--- src/rtl/vx_tcu_drl_nr_sched.sv ---
// Shares one norm/round datapath among NUM_REQS requesters; round-robin issue, in-order response FIFO.
// Latency: accept at edge T, response visible after edge T+1 (2 cycles valid-to-rsp_valid).
// Backpressure: grants are credit-gated by FIFO occupancy plus the in-flight issue; never by rsp_ready directly.

module vx_tcu_drl_nr_sched_fifo #(
    parameter int DW    = 8,
    parameter int DEPTH = 4,
    localparam int PTR_W = $clog2(DEPTH),
    localparam int CNT_W = $clog2(DEPTH) + 1
) (
    input  logic             clk,
    input  logic             reset,
    input  logic             push,
    input  logic [DW-1:0]    push_dat,
    input  logic             pop,
    output logic [DW-1:0]    head_dat,
    output logic [CNT_W-1:0] count
);
    logic [DW-1:0]    mem [DEPTH];
    logic [PTR_W-1:0] wr_ptr;
    logic [PTR_W-1:0] rd_ptr;

    // Storage carries no reset; only the pointers and count define validity.
    always_ff @(posedge clk) begin
        if (push) begin
            mem[wr_ptr] <= push_dat;
        end
    end

    always_ff @(posedge clk or posedge reset) begin
        if (reset) begin
            wr_ptr <= '0;
            rd_ptr <= '0;
            count  <= '0;
        end else begin
            if (push) begin
                wr_ptr <= wr_ptr + PTR_W'(1);
            end
            if (pop) begin
                rd_ptr <= rd_ptr + PTR_W'(1);
            end
            case ({push, pop})
                2'b10:   count <= count + CNT_W'(1);
                2'b01:   count <= count - CNT_W'(1);
                default: count <= count;
            endcase
        end
    end

    assign head_dat = mem[rd_ptr];
endmodule

module vx_tcu_drl_nr_sched #(
    parameter int NUM_REQS  = 4,
    parameter int N         = 5,
    parameter int W         = 53,
    parameter int TAG_W     = 4,
    parameter int OUT_DEPTH = 4,
    localparam int ACC_W  = W + $clog2(N) + 1,
    localparam int DATA_W = 8 + ACC_W + 7 + (N - 1) + 1 + 3,
    localparam int IDX_W  = $clog2(NUM_REQS),
    localparam int CNT_W  = $clog2(OUT_DEPTH) + 1
) (
    input  logic                       clk,
    input  logic                       reset,
    input  logic [NUM_REQS-1:0]        req_valid,
    output logic [NUM_REQS-1:0]        req_ready,
    input  logic [NUM_REQS*DATA_W-1:0] req_data,
    input  logic [NUM_REQS*TAG_W-1:0]  req_tag,
    output logic [7:0]                 nr_max_exp,
    output logic [ACC_W-1:0]           nr_acc_sig,
    output logic [6:0]                 nr_hi_c,
    output logic [N-2:0]               nr_sig_signs,
    output logic                       nr_fmt_sel,
    output logic [2:0]                 nr_exceptions,
    input  logic [31:0]                nr_result,
    output logic                       rsp_valid,
    input  logic                       rsp_ready,
    output logic [31:0]                rsp_result,
    output logic [TAG_W-1:0]           rsp_tag,
    output logic [IDX_W-1:0]           rsp_idx
);
    localparam int RSP_W = 32 + TAG_W + IDX_W;

    logic              iss_valid;
    logic [DATA_W-1:0] iss_data;
    logic [TAG_W-1:0]  iss_tag;
    logic [IDX_W-1:0]  iss_idx;
    logic [IDX_W-1:0]  rr_ptr;

    logic [CNT_W-1:0]  fifo_count;
    logic [CNT_W:0]    occupancy;
    logic              credit;
    logic              grant_vld;
    logic [IDX_W-1:0]  grant_idx;
    logic [IDX_W-1:0]  cand;
    logic              grant;
    logic [DATA_W-1:0] sel_data;
    logic [TAG_W-1:0]  sel_tag;
    logic [RSP_W-1:0]  head_dat;

    // The issued-but-not-yet-pushed entry must be counted so a grant can never overflow the FIFO.
    assign occupancy = {1'b0, fifo_count} + (CNT_W + 1)'(iss_valid);
    assign credit    = occupancy < (CNT_W + 1)'(OUT_DEPTH);

    always_comb begin
        grant_vld = 1'b0;
        grant_idx = '0;
        cand      = '0;
        for (int k = 0; k < NUM_REQS; k++) begin
            cand = rr_ptr + IDX_W'(k);
            if (!grant_vld && req_valid[cand]) begin
                grant_vld = 1'b1;
                grant_idx = cand;
            end
        end
    end

    assign grant     = grant_vld && credit && !reset;
    assign req_ready = grant ? (NUM_REQS'(1) << grant_idx) : '0;

    always_comb begin
        sel_data = '0;
        sel_tag  = '0;
        for (int i = 0; i < NUM_REQS; i++) begin
            if (grant_idx == IDX_W'(i)) begin
                sel_data = req_data[i*DATA_W +: DATA_W];
                sel_tag  = req_tag[i*TAG_W +: TAG_W];
            end
        end
    end

    always_ff @(posedge clk or posedge reset) begin
        if (reset) begin
            iss_valid <= 1'b0;
            rr_ptr    <= '0;
        end else begin
            iss_valid <= grant;
            if (grant) begin
                rr_ptr <= grant_idx + IDX_W'(1);
            end
        end
    end

    // Operand register holds its last value when idle; consumers ignore it then.
    always_ff @(posedge clk) begin
        if (grant) begin
            iss_data <= sel_data;
            iss_tag  <= sel_tag;
            iss_idx  <= grant_idx;
        end
    end

    assign {nr_max_exp, nr_acc_sig, nr_hi_c, nr_sig_signs, nr_fmt_sel, nr_exceptions} = iss_data;

    vx_tcu_drl_nr_sched_fifo #(
        .DW    (RSP_W),
        .DEPTH (OUT_DEPTH)
    ) u_rsp_fifo (
        .clk      (clk),
        .reset    (reset),
        .push     (iss_valid),
        .push_dat ({nr_result, iss_tag, iss_idx}),
        .pop      (rsp_valid && rsp_ready),
        .head_dat (head_dat),
        .count    (fifo_count)
    );

    assign rsp_valid = fifo_count != '0;
    assign {rsp_result, rsp_tag, rsp_idx} = head_dat;
endmodule

--- config.mk ---
export PLATFORM = sky130hd
export DESIGN_NAME = vx_tcu_drl_nr_sched
export DESIGN_NICKNAME = d
export VERILOG_FILES = /design/src/rtl/vx_tcu_drl_nr_sched.sv
export SDC_FILE = /design/constraint.sdc
export NUM_CORES = 1
export LEC_CHECK = 0
export ABC_AREA = 1
export BUFFER_PORTS_ARGS = -buffer_cell sky130_fd_sc_hd__buf_2
export CAP_MARGIN = 15
export CORE_ASPECT_RATIO = 0.6
export CORE_UTILIZATION = 37
export CTS_CLUSTER_DIAMETER = 200
export DETAILED_ROUTE_END_ITERATION = 8
export SYNTH_ARGS = -nofsm -noshare
export SYNTH_HDL_FRONTEND = slang
export SYNTH_SLANG_ARGS = --single-unit
--- constraint.sdc ---
create_clock -name clk -period 8.3 [get_ports clk]
set_clock_uncertainty 0.1 [all_clocks]
set_input_delay 2.075 -clock clk [delete_from_list [all_inputs] [get_ports clk]]
set_output_delay 2.075 -clock clk [all_outputs]
set_load 0.02 [all_outputs]
Word level (Yosys, flattened, before mapping)
Memories as Yosys holds them, arrays and structs flattened. Index checks and enable logic that the tools add are counted.

Register bits after elaboration: 96. Input bits: 375. Output and inout bits: 123. Memories: 1. Memory bits (writable): 152.

Equal/unequal tests: 5. Reductions and logical operators: 13. Order comparisons: 5. Add/sub/neg operators: 9. Shift operators: 1. Muxes and demuxes: 28.

Memories: u_rsp_fifo.mem (depth 4, width 38, rd ports 1, clocked after Yosys merged registers in 0, write ports 1, RTL line 19) `logic [DW-1:0] mem [DEPTH];`.

Operators by type and width (number): two-way mux 80 bit (4); two-way mux 4 bit (5); less-than comparator 2 x 3 -> 1 bit (second input constant) (4); two-way mux 1 bit (10); adder 2 x 1 -> 2 bit (second input constant) (4); binary-select mux 1 bit (select 2 bit) (4); two-way mux 2 bit (4); == test 2 bit (second input constant) (3); logical AND 1 bit (6); case mux 3 bit (2 select lines) (1); adder 2 bit (second input constant) (2); adder 3 x 1 -> 4 bit (1); == test 2 x 1 -> 1 bit (second input constant) (2); zero test 1 bit (4); less-than comparator 4 x 3 -> 1 bit (second input constant) (1); left shift 1 x 2 -> 4 bit (first input constant) (1); adder 3 x 1 -> 3 bit (second input constant) (1); nonzero test 3 bit (1); subtractor 3 x 1 -> 3 bit (second input constant) (1); zero test 2 bit (1); nonzero test 2 bit (1).

Logic depth before layout (Yosys ltp)
Gate-level depths: netlist (run 1).

Depth after elaboration: 17. Gate-level depth with buffers: 19. Mapped depth without buffers: 16.

Hierarchy
From an unflattened synthesis (run 1), not the netlist that was laid out.

Cells, all modules: 1230. Area total of the unflattened synthesis: 12189.2 µm².

Modules (own cells, without submodules): vx_tcu_drl_nr_sched_fifo (seq. area each 4739.5 µm², cells an instance 491, times used 1, area an instance 6593.8 µm²); vx_tcu_drl_nr_sched (seq. area each 2657.5 µm², cells an instance 739, times used 1, area an instance 5595.4 µm²).

Least setup slack after synthesis (run 1)
OpenSTA, ideal clock, no wires.

Path type: input port to output port. From: in req_valid[3]. To: out req_ready[3]. Stages: 15. Arrival: 3958 ps. Path slack: 2167 ps. Cell sequence: inv_1 nand2_1 nand3_1 nand2_2 nor2_4 nand3_2 nor2_1 nor2_2 inv_1 ha_1 buf_2 buf_2 buf_2 inv_1 nor2_1.

RTL lines: from (decl) (RTL line 66) `input logic [NUM_REQS-1:0] req_valid,`; binary-select mux 1 bit (select 2 bit) (RTL line 112) `if (!grant_vld && req_valid[cand]) begin`; two-way mux 1 bit (implied by the code) (RTL line 112); two-way mux 1 bit (RTL line 112); zero test 1 bit (RTL line 112); logical AND 1 bit (RTL line 112); two-way mux 1 bit (RTL line 112); zero test 1 bit (RTL line 112); logical AND 1 bit (RTL line 112); two-way mux 1 bit (RTL line 112); zero test 1 bit (RTL line 112); logical AND 1 bit (RTL line 112); two-way mux 2 bit * (RTL line 112); net grant_idx[1] (RTL line 95) `logic [IDX_W-1:0] grant_idx;`; left shift 1 x 2 -> 4 bit * (RTL line 120) `assign req_ready = grant ? (NUM_REQS'(1) << grant_idx) : '0;`; two-way mux 4 bit * (RTL line 120); to (decl) (RTL line 67) `output logic [NUM_REQS-1:0] req_ready,`.

The timed path passes the listed nets; every way through them passes the cells marked *. The select of a mux whose other input is x is not followed.

Final worst setup path (run 1)
From: in req_valid[3]. To: out req_ready[1].

Same word-level chain as after synthesis.

==> results of run 1 <==
cell type report:
type,instances,area share [%]
clock buffer,28,4.19
timing repair buffer,512,17.2
clock inverter,17,1.28
antenna,3,0.0494
tap,408,3.36
inverter,31,0.782
multi-input combinational,788,24.5
sequential,248,48.7
worst max-delay path by stage:
stage	endpoint	slack, ns
2_1_floorplan	req_ready[3]	2.17
3_3_place_gp	req_ready[1]	2.41
3_5_place_dp	req_ready[1]	2.34
4_1_cts	req_ready[1]	2.34
5_1_grt	req_ready[1]	2.11
6_report	req_ready[1]	2.31
cell usage after synthesis (all sizes together):
master / number
nand3: 10
inv: 31
ha: 9
a21oi: 86
clkbuf: 50
xnor2: 1
o21ai: 248
nor2: 89
fa: 1
xor2: 3
nand2: 303
buf: 31
dfrtp: 10
o22ai: 38
edfxtp: 238
flip-flops by register name (all words and copies together), names as in the netlist:
signal             cells
u_rsp_fifo.mem       152
iss_data              80
iss_tag                4
u_rsp_fifo.count       3
iss_idx                2
rr_ptr                 2
u_rsp_fifo.rd_ptr      2
u_rsp_fifo.wr_ptr      2
iss_valid              1
kinds of logic (layout without fill, tap and decap cells):
group	after synthesis	after routing	synth area share [%]
XOR/XNOR	4	4	0.303
other	0	3	0
AND/OR/NAND/NOR	402	402	13.9
buffers and inverters	112	588	4.16
adder cells (fa/ha/maj)	10	10	1.15
AO/OA/AOI/OAI	372	372	16.5
flip-flops	248	248	64.0
stage by stage:
stage                     utilization [%]  hold WS (ns)  area (µm²)
final                                50.1         0.397       15200
after floorplan                         -         0.359       11600
after global placement               47.3         0.377       14400
after CTS                            50.1         0.400       15200
after detailed placement             47.3         0.385       14400
after global routing                 50.1         0.415       15200
per-layer routing:
metal  share of wire [%]  up-vias  global-route usage (%)  routed length (µm)
met5               0.021        -                       0                   8
met4                 2.4        2                    5.82                 927
met3                 5.4       63                    3.89                2060
met2                  50      351                    39.3               19000
met1                  42     4820                    30.6               16300
li1                    -     4953                       -                   -
critical path, delay by kind of cell:
kind | cells | cell delay, ns
adders and majority gates | 1 | 0.33
buffers and inverters | 5 | 0.58
and+or+nand+nor | 8 | 0.83
power by group:
part           switching, mW  internal, mW
Sequential             0.122          2.07
Combinational           3.03          1.31
Clock                  0.488         0.679
Total                   3.64          4.06
placed cells by master (no fill, tap or decap), drive strengths merged, types with 10 or more instances in the layout:
cell and instances:
a21oi 86, buf 512, clkbuf 28, clkinv 10, dfrtp 10, edfxtp 238, inv 33, nand2 303
nand3 10, nor2 89, o21ai 248, o22ai 38
==> results.md, run 1 <==
- Crit path required time: around 6.1 ns
- Initial Util: 38.1%
- Largest stage delay on the critical path: 0.33 ns
- Die W: between 200 and 250 µm
- Arrival time of the worst setup path: 3.82 ns
- Mapped cell area: 11600 µm²
- Share of layout cells above drive strength 1: 35.7%
- Status: finished clean
- Ports: around 500
- Non-Filler Instances: 2035
- Post-DP HPWL: between 20 and 30 mm
- WL final: 38.3 mm
- Path category of the worst min-delay check: flop to flop
- Wire per inst: 18.8 µm
- Global-route wire length before repair: around 57 mm
- Pwr dens: 507 nW/µm²
- CTS Buffer Depth: 3
- # fillers: between 2000 and 3000
- Root buf cell: clkbuf_16
- Crit Path Category: input pin to primary output
- Most frequent CP cell: inv_1
- Critical-path cell list: buf_2, inv_1, nand2_1, nand3_1, nand2_2, nor2_4, nand3_2, nand2_2, nand2_4, inv_1, ha_4, inv_1, nor2_1, buf_2
- Worst hold endpoint: u_rsp_fifo.mem[0][3]$_DFFE_PP_
- LEAKAGE: 6.40 nW
- R2r endpoint: iss_data[60]$_DFFE_PP_
- Final ANT Viol Nets: 0
- VDD IR max: 453 µV
- Reg2reg start: rr_ptr[0]$_DFFE_PP0P_
- Gr usage total: a little under a quarter
- PortBufs: between 400 and 500
- Warnings from Yosys: 0
- Slew at the pin with the worst max-slew slack: a little over 0.9 ns
- F_max: 167 MHz
- Post-CTS Setup Bufs: 0
- Clk_lat worst skew: about 0.53 ns
- Startpoint type of the worst setup path: input pin
- Vias: ~10000
- Initial antenna violation count: 5
- Synth Net Count: between 1500 and 2000
- Post-CTS Hold Fix Bufs: 0
- Final Hold Viols: 0
- Reg2reg path depth: 14
- Initial drt markers: 601
- Sequential fraction of the synthesis area: 64.0%
- Die area: ~32000 µm²
- Vias per Instance: 5.01
- Min Tclk post-route: 5.99 ns
- Final WS setup: 2.31 ns
- Max cap viols: 0
- Final setup TNS: 0 ns
- Reg area: approximately 7400 µm²
- Largest net degree at the start of global routing: 98
- Max Fanout on Critical Path: 19
- Distinct cells, synth: 27
- Clock slew at reported path FFs: ~0.06 ns
- Place WS: 2.34 ns
- Top cells by area, synth: edfxtp_1, nand2_1, o21ai_0, a21oi_1, o21ai_1
- Yosys reg bits: 248
- H-tree levels: 1
- Total power: 7.70 mW
- Die H: 139 µm
- Crit. Startpoint: req_valid[3]
- Final Max Tran Viols: 0
- Crit end category: primary output
- P&R area growth vs syn: 31.5%
- Cells after DPL: between 1500 and 2000
- # resized after CTS: 0
- R2R setup slack: 4.43 ns
- Rel. slew slack: 39.6%
- Core Region: 30300 µm²
- RSZ-0062 raised after global routing: false
- Placement Rows: 49
- Largest area contributor in the netlist: edfxtp_1
- DR pass1 iterations: 5
- CP max stage cell: ha_4
- DRC: 0
- GRT overflow: 0
- Syn_area_per_cell: roughly 10 µm²
- Sinks on Clock Net: between 200 and 250
- Hold Crit Depth: 0
- Routability-driven placement congestion ratio: between 0.9 and 1
- Synth top area share: between 60% and 70%
- Total Nets Final: 1991
- Cell count after synthesis: about 1100
- Vias in the first global route: 9827
- Total CTS buffers: 25
- CTS tree: yes
- Period utilization: 72.2%
- Multi-input logic area: 3720 µm²
- Hold path startpoint: iss_tag[1]$_DFFE_PP_
- Final setup fails: 0
No activity file was read; power rests on OpenSTA's default activity.
==> inputs of run 2 (changes only) <==
PLACE_DENSITY = 0.67   (was not set)
clock period = 5.1 ns   (was 8.3 ns; I/O delays follow)
==> run 2 against run 1 <==
Net effect:
- critical path depth stayed put
- clock-buffer cell count increased by 3
- clock power up 67%
- power grew 67%
- combinational power rose by 69%
- sequential cell count did not move
- sequential power is 63% higher
- critical endpoint unchanged
- setup slack worse by 1.4 ns
- sequential share of layout area fell by 0.37 points
- critical path type unchanged
- wire length is 14% higher
- global-route usage increased by 3.5 points
- register-to-register slack worse by 2.9 ns
- largest power group unchanged
- largest cell class unchanged
==> results.md, run 2 (same netlist as run 1, synthesis figures left out) <==
- Final ANT Viol Nets: 0
- Metal3 WL: 4.56 mm
- Biggest register: u_rsp_fifo.mem
- M1 WL: 18.5 mm
- P&R area growth vs syn: 32.5%
- Reg2reg start: rr_ptr[0]$_DFFE_PP0P_
- Met2 wire len: 19.7 mm
- Total Nets Final: approximately 2000
- Global-route wire length before repair: between 60 and 70 mm
- DRC: 0
- VDD IR max: 773 µV
- Rel. slew slack: 33.6%
- Arrival time of the worst setup path: ~2.8 ns
- # resized after CTS: 0
- Crit. Startpoint: req_valid[3]
- H-tree levels: 1
- Period utilization: 82.7%
- Crit end category: primary output
- WL final: 43.7 mm
- Ports: 498
- Max Fanout on Critical Path: 9
- Crit Path Category: input pin to primary output
- Critical-path cell list: buf_2, inv_1, nand2_1, nand3_1, nand2_2, nor2_4, nand3_2, nand2_2, nand2_4, inv_1, ha_4, inv_1, nor2_1, buf_2
- GRT overflow: 0
- Vias: 10648
- Initial Util: 38.1%
- Slew at the pin with the worst max-slew slack: 0.996 ns
- Vias per Instance: roughly 5.2
- Placement Rows: 49
- Post-route core utilization: roughly 50%
- PortBufs: 497
- Initial antenna violation count: 15
- Crit path required time: 3.72 ns
- R2R setup slack: between 1.5 and 2 ns
- WP buf/inv: 5
- F_max: 237 MHz
- Die W: 230 µm
- Die area: between 30000 and 40000 µm²
- Final setup fails: 0
- Wire per inst: 21.4 µm
- Share of layout cells above drive strength 1: between 30% and 40%
- Setup crit end: req_ready[1]
- Reg2reg path depth: 16
- Initial drt markers: just over 1000
- Max cap viols: 0
- Sinks on Clock Net: 248
- Status: finished clean
- Total CTS buffers: 26
- Commonest non-fill, non-tap cell in the layout: buf_2
- Uppermost routed layer: met5
- Gr usage total: 26.6%
- Pwr dens: 841 nW/µm²
- Top flop regs: u_rsp_fifo.mem (152), iss_data (80), iss_tag (4)
- Crit path max-delay family: simple AND/OR/NAND/NOR gates
- DR pass1 iterations: 5
- Post-CTS Setup Bufs: 0
- Startpoint type of the worst setup path: input pin
- Min Tclk post-route: 4.22 ns
- Post-DP HPWL: roughly 32 mm
- R2r endpoint: iss_data[68]$_DFFE_PP_
- Largest stage delay on the critical path: roughly 0.24 ns
- Post-CTS Hold Fix Bufs: 0
- RSZ-0062 raised after global routing: false
- Clk_lat worst skew: about 0.54 ns
- Final setup TNS: 0 ns
- Vias in the first global route: 10019
- Most frequent cells in the layout: buf_2, nand2_1, edfxtp_1
- LEAKAGE: about 6.4 nW
- CTS tree: yes
- Final Max Tran Viols: 0
- Largest net degree at the start of global routing: around 170
- CTS Buffer Depth: 3
- Routability-driven placement congestion ratio: 0.926
- Core Region: a little over 30000 µm²
- Most frequent CP cell: inv_1
- Die H: 139 µm
- CP max stage cell: ha_4
- Clock slew at reported path FFs: 0.06 ns
- Largest register FFs: 152
- Path category of the worst min-delay check: flop to flop
- Root buf cell: clkbuf_16
- CP Depth: 14
- Final Hold Viols: 0
==> run 2: changes by cell type in the layout (fill, tap and decap cells not counted) <==
cell        previous run  this run
diode_2                3        10
buf_12                 1         4
clkbuf_1               3         5
clkinv_1               4         6
inv_6                  2         0
buf_4                 14        15
clkbuf_16             25        26
clkinv_8               0         1
clkinvlp_4             1         0
==> run 2: area by class of cell <==
type                       instances  area, µm²
fill                            2845      15000
sequential                       248       7400
multi-input combinational        788       3720
timing repair buffer             516       2680
clock buffer                      31        669
tap                              408        510
clock inverter                    17        193
inverter                          31        119
antenna                           10       25.0
==> run 2: worst min-delay path by stage <==
stage,cells past startpoint,startpoint,slack (ns),to
global placement,0,iss_tag[2]$_DFFE_PP_,0.38,u_rsp_fifo.mem[1][4]$_DFFE_PP_
detailed placement,0,iss_tag[2]$_DFFE_PP_,0.38,u_rsp_fifo.mem[0][4]$_DFFE_PP_
floorplan,0,iss_idx[0]$_DFFE_PP_,0.36,u_rsp_fifo.mem[0][0]$_DFFE_PP_
CTS,0,iss_tag[1]$_DFFE_PP_,0.39,u_rsp_fifo.mem[1][3]$_DFFE_PP_
global route,0,iss_tag[2]$_DFFE_PP_,0.41,u_rsp_fifo.mem[0][4]$_DFFE_PP_
finish,0,iss_tag[1]$_DFFE_PP_,0.39,u_rsp_fifo.mem[1][3]$_DFFE_PP_
==> run 2: where the power goes <==
| group | switching (mW) | internal (mW) |
|---|---|---|
| Sequential | 0.215 | 3.37 |
| Clock | 0.806 | 1.14 |
| Combinational | 5.13 | 2.22 |
==> run 2: stage by stage <==
| stage | setup slack, ns | area, µm² | hold WS (ns) | power [mW] | std cells |
|---|---|---|---|---|---|
| 4_1_cts | 0.886 | 15300 | 0.388 | 12.9 | 2039 |
| 2_1_floorplan | 0.567 | 11600 | 0.359 | 8.50 | 1148 |
| 6_report | 0.881 | 15300 | 0.392 | 12.9 | 2049 |
| 3_3_place_gp | 0.888 | 14400 | 0.378 | 10.8 | 1991 |
| 3_5_place_dp | 0.884 | 14400 | 0.383 | 10.9 | 1991 |
| 5_1_grt | 0.751 | 15300 | 0.409 | 13.8 | 2047 |
==> run 2: worst register-to-register path, delay by kind of cell, from the launching register on <==
| kind | cells | cell delay, ns |
|---|---|---|
| buffers and inverters | 3 | 1.08 |
| AND/OR/NAND/NOR | 9 | 0.78 |
| flip-flops | 1 | 0.60 |
| AO/OA/AOI/OAI | 3 | 0.60 |
| adder cells (fa/ha/maj) | 1 | 0.24 |
==> run 2: metal layers <==
layer / up-vias / track usage [%]
li1: 4976 / -
met1: 5135 / 37.5
met2: 470 / 39.4
met3: 65 / 8.31
met4: 2 / 7.53
met5: - / 0
